[config.mk]
export PLATFORM = sky130hd
export DESIGN_NAME = mac_job_sequencer
export DESIGN_NICKNAME = d
export VERILOG_FILES = /design/src/rtl/mac_job_sequencer.sv
export SDC_FILE = /design/constraint.sdc
export NUM_CORES = 1
export LEC_CHECK = 0
export ABC_AREA = 1
export CAP_MARGIN = 20
export CORE_ASPECT_RATIO = 2
export CORE_MARGIN = 3
export CORE_UTILIZATION = 40
export CTS_CLUSTER_SIZE = 25
export DETAILED_ROUTE_END_ITERATION = 8
export PLACE_DENSITY = 0.65
export SLEW_MARGIN = 40
export SYNTH_ARGS = -nofsm -noshare
export SYNTH_HDL_FRONTEND = slang
export SYNTH_SLANG_ARGS = --single-unit
[constraint.sdc]
create_clock -name clk -period 3.75 [get_ports clk]
set_input_delay 0.5625 -clock clk [delete_from_list [all_inputs] [get_ports clk]]
set_output_delay 0.5625 -clock clk [all_outputs]
set_load 0.005 [all_outputs]
[src/rtl/mac_job_sequencer.sv]
// Sequences one super_mac array through a num_terms dot-product job; operands are taken with valid/ready.
// Result appears P_DELAY+ACC_DELAY cycles after the last operand fire and is held until out_ready.
module mac_job_sequencer #(
  parameter int CNT_WIDTH = 16,
  parameter int P_DELAY   = 1,
  parameter int ACC_DELAY = 1
) (
  input  logic                 clk,
  input  logic                 arst_n_in,
  input  logic                 start,
  input  logic [CNT_WIDTH-1:0] num_terms,
  input  logic                 clear,
  output logic                 busy,
  output logic                 cfg_err,
  input  logic                 op_valid,
  output logic                 op_ready,
  output logic [CNT_WIDTH-1:0] term_index,
  output logic                 mac_input_valid,
  output logic                 mac_p_valid,
  output logic                 mac_accumulate_internal,
  output logic                 out_valid,
  input  logic                 out_ready
);

  typedef enum logic [1:0] {IDLE, RUN, DRAIN, RESULT} state_t;

  localparam int DCW = 3;
  localparam logic [DCW-1:0]       DRAIN_LOAD = DCW'(P_DELAY + ACC_DELAY - 2);
  localparam logic [CNT_WIDTH-1:0] ONE        = {{(CNT_WIDTH-1){1'b0}}, 1'b1};

  state_t               state, state_nxt;
  logic [CNT_WIDTH-1:0] num_lat;
  logic [DCW-1:0]       drain_cnt;
  logic [P_DELAY-1:0]   fire_pipe, first_pipe;
  logic [P_DELAY:0]     fire_sr, first_sr;
  logic                 fire, last_fire, accept;

  assign busy      = (state != IDLE);
  assign op_ready  = (state == RUN);
  assign out_valid = (state == RESULT);

  assign fire            = op_valid & op_ready;
  assign mac_input_valid = fire;
  assign last_fire       = fire && (term_index == num_lat - ONE);
  assign accept          = (state == IDLE) && start && (num_terms != '0);

  // The first flag rides alongside fire so the array loads on term 0 and adds afterwards.
  assign fire_sr  = {fire_pipe, fire};
  assign first_sr = {first_pipe, (term_index == '0)};

  assign mac_p_valid             = fire_pipe[P_DELAY-1];
  assign mac_accumulate_internal = fire_pipe[P_DELAY-1] & ~first_pipe[P_DELAY-1];

  always_ff @(posedge clk) begin
    if (!arst_n_in || clear) begin
      state <= IDLE;
    end else begin
      state <= state_nxt;
    end
  end

  always_comb begin
    state_nxt = state;
    case (state)
      IDLE:    if (accept) state_nxt = RUN;
      RUN:     if (last_fire) state_nxt = DRAIN;
      DRAIN:   if (drain_cnt == '0) state_nxt = RESULT;
      RESULT:  if (out_ready) state_nxt = IDLE;
      default: state_nxt = IDLE;
    endcase
  end

  always_ff @(posedge clk) begin
    if (!arst_n_in || clear) begin
      num_lat    <= '0;
      term_index <= '0;
      drain_cnt  <= '0;
      fire_pipe  <= '0;
      first_pipe <= '0;
      cfg_err    <= 1'b0;
    end else begin
      cfg_err    <= (state == IDLE) && start && (num_terms == '0);
      fire_pipe  <= fire_sr[P_DELAY-1:0];
      first_pipe <= first_sr[P_DELAY-1:0];
      if (accept) begin
        num_lat    <= num_terms;
        term_index <= '0;
      end else if (fire) begin
        term_index <= term_index + ONE;
      end
      // Drain covers the remaining multiplier stages plus the accumulator settle time.
      if (last_fire) begin
        drain_cnt <= DRAIN_LOAD;
      end else if ((state == DRAIN) && (drain_cnt != '0)) begin
        drain_cnt <= drain_cnt - DCW'(1);
      end
    end
  end

endmodule

==> metrics.md <==
| Metric | Value |
|---|---|
| Status | complete, no violations |
| Hold path startpoint | num_lat[1] |
| Synthesized flop and latch total | 40 |
| Clk buf depth | 2 |
| HPWL Detailed | 5660 um |
| Unrepaired setup endpoints after global routing | false |
| DRC | 0 |
| Crit Path Class | in -> out |
| Power Total | 1.22 mW |
| Synth Area in Adders | 0.0499 |
| Critical Path Max Stage Delay | 0.53 ns |
| PortBufs | 44 |
| Vias in the first global route | 2428 |
| Largest family of logic cells by synthesized area | simple AND/OR/NAND/NOR gates |
| Hold Path Stages | 2 |
| Worst Reg-to-Reg Cells | 15 |
| Sequential share of the synthesized area | 0.319 |
| Pin count of the biggest net entering global routing | 30 |
| Vias per inst | 4.77 |
| N_diodes | 0 |
| Setup Viol. Count Final | 0 |
| P per Cell Area | 378 mW/mm^2 |
| Avg Cell Area, Syn | 6.53 sq um |
| Peak VDD IR | 282 uV |
| Worst r2r src | num_lat[0] |
| R2r endpoint | state[0] |
| Final Hold Viols | 0 |
| Post_cts resized | 0 |
| Setup TNS | 0 ns |
| Max_cap viols | 0 |
| Syn Inst Count | 384 |
| Num ports | 45 |
| Syn Nets | 416 |
| XOR/XNOR Fraction of Synth Area | 0.0559 |
| Die Height | 118 um |
| Post-synthesis simple-gate area fraction | 0.371 |
| Most used cell, CP | clkdlybuf4s50_1 |
| Placer Congestion | 0.981 |
| Crit. Startpoint | op_valid |
| Setup crit end kind | output port |
| Setup Buffers After CTS | 0 |
| Grt total ovfl | 0 |
| Fmax | 415 MHz |
| # nets final | 461 |
| Tcrit/Tclk final | 0.643 |
| DIE AREA | 0.00732 sq mm |
| Core ar. | 0.00606 sq mm |
| Leading cell type in the layout, fill and taps excluded | nand2_1 |
| Max Fanout on Critical Path | 6 |
| Die W | 62 um |
| Post-Route WL | 6820 um |
| Min Tclk post-route | 2.41 ns |
| Initial antenna violation count | 0 |
| Per-cell routed wire length | 13.3 um |
| Total CTS buffers | 5 |
| Gr usage total | 0.206 |
| Worst-Margin Slew | 0.482 ns |
| Cell row count | 40 |
| Worst relative slew slack | 0.678 |
| DR iter-0 viols | 52 |
| Clock skew | 0.00409 ns |
| Synth Area in Compound Gates | 0.103 |
| CP Launch Type | primary input |
| Mapped cell area | 0.00251 sq mm |
| Commonest cells after routing, fill and taps aside | 91 x nand2_1, 58 x nor2_1, 57 x inv_1 |
| CTS tree | built |
| Hold Path Class | reg -> reg |
| Slew Limit Fails | 0 |
| Netlist cell types | 27 |
| Clock Tree Root | clkbuf_16 |
| Leak | 1.43 nW |
| Clock tree sinks | 40 |
| Hold-fix buffers at CTS | 0 |
| Critical path arrival | 1.85 ns |
| Synth warn | 0 |
| CTS H-tree depth | 2 |
| Worst EP required | 3.19 ns |
| Flop2flop setup slack | 1.65 ns |
| Critical path's slowest cell | clkdlybuf4s50_1 |
| Post-synthesis mux area share | 0 |
| Initial Util | 0.414 |
| Skew-Pair Late Insertion Delay | 0.29 ns |
| Pre-antenna DRT Iters | 4 |
| Post-route ant nets | 0 |
| Fraction of layout instances using a drive strength above 1 | 0.0674 |
| Via Count | 2454 |
| First-pass GRT wire length | 11300 um |
| Hold Path End | num_lat[1] |
| Clk slew on worst S/H paths | 0.06 ns |
| CP Cell Sequence | clkdlybuf4s50_1, nand2_4, inv_1, clkdlybuf4s50_1 |
| Synth-to-layout area growth | 28.3% |
==> Yosys cell counts, drive strengths merged <==
cell type	count	share of area
nor2	64	0.11
clkbuf	6	0.0095
buf	2	0.0035
xor2	9	0.031
nor4	6	0.021
nand2	95	0.15
o21a	1	0.0030
ha	10	0.050
nand4	3	0.0075
xnor2	7	0.024
a21oi	25	0.050
nor3	8	0.025
nand3b	2	0.0060
o21ai	25	0.050
inv	59	0.088
dfxtp	40	0.32
nand3	22	0.052
==> cell families after synthesis <==
group / after synthesis
buffers and inverters: 67
adder cells (fa/ha/maj): 10
XOR/XNOR: 16
flip-flops: 40
AND/OR/NAND/NOR: 200
AO/OA/AOI/OAI: 51
==> through the flow <==
stage / cell area (sq um) / hold slack, ns / instances / util / setup slack (ns)
6_report: 3220 / 0.497 / 514 / 0.532 / 1.34
5_1_grt: 3220 / 0.533 / 514 / 0.532 / 1.24
4_1_cts: 3220 / 0.500 / 514 / 0.532 / 1.33
3_5_place_dp: 3040 / 0.492 / 506 / 0.501 / 1.19
3_3_place_gp: 3040 / 0.477 / 506 / 0.501 / 1.20
2_1_floorplan: 2510 / 0.462 / 384 / - / 1.97
==> worst max-delay path by stage <==
stage                                  to  cells past startpoint  slack [ns]
final                     mac_input_valid                      4        1.34
after CTS                 mac_input_valid                      4        1.33
after global routing      mac_input_valid                      5        1.24
after detailed placement    term_index[6]                      8        1.19
after floorplan            term_index[15]                     13        1.97
after global placement      term_index[9]                      8        1.20
==> flip-flops by register name (all words and copies together) (netlist names) <==
register	flops
cfg_err	1
mac_p_valid	1
term_index	16
num_lat	16
state	2
drain_cnt	3
first_pipe	1
==> layer usage <==
layer  vias to the layer above  global-route usage  part of all wire
met5                         -                   0                 0
met4                         0              0.0850             0.031
met3                        14              0.0329             0.026
met2                        51               0.377              0.59
met1                      1097               0.213              0.36
li1                       1292                   -                 -
==> where the power goes <==
part           leakage [nW]  switching, mW  internal [mW]
clock network        0.0901          0.174          0.350
logic                  1.02          0.142         0.0964
registers             0.325         0.0140          0.439
total                  1.43          0.331          0.886
==> cell type report <==
class                           instances  area, sq um
Tap cell                               84          105
Clock buffer                            7          153
Clock inverter                          1         30.0
Inverter                               59          221
Timing Repair Buffer                   46          455
Sequential cell                        40          801
Multi-Input combinational cell        277         1450
Fill cell                             624         2840
==> worst max-delay path: cells and delay by family <==
family,cells,cell delay [ns]
buf+inv,3,1.18
simple gates,1,0.10
Power figures use the tool's default switching activity.
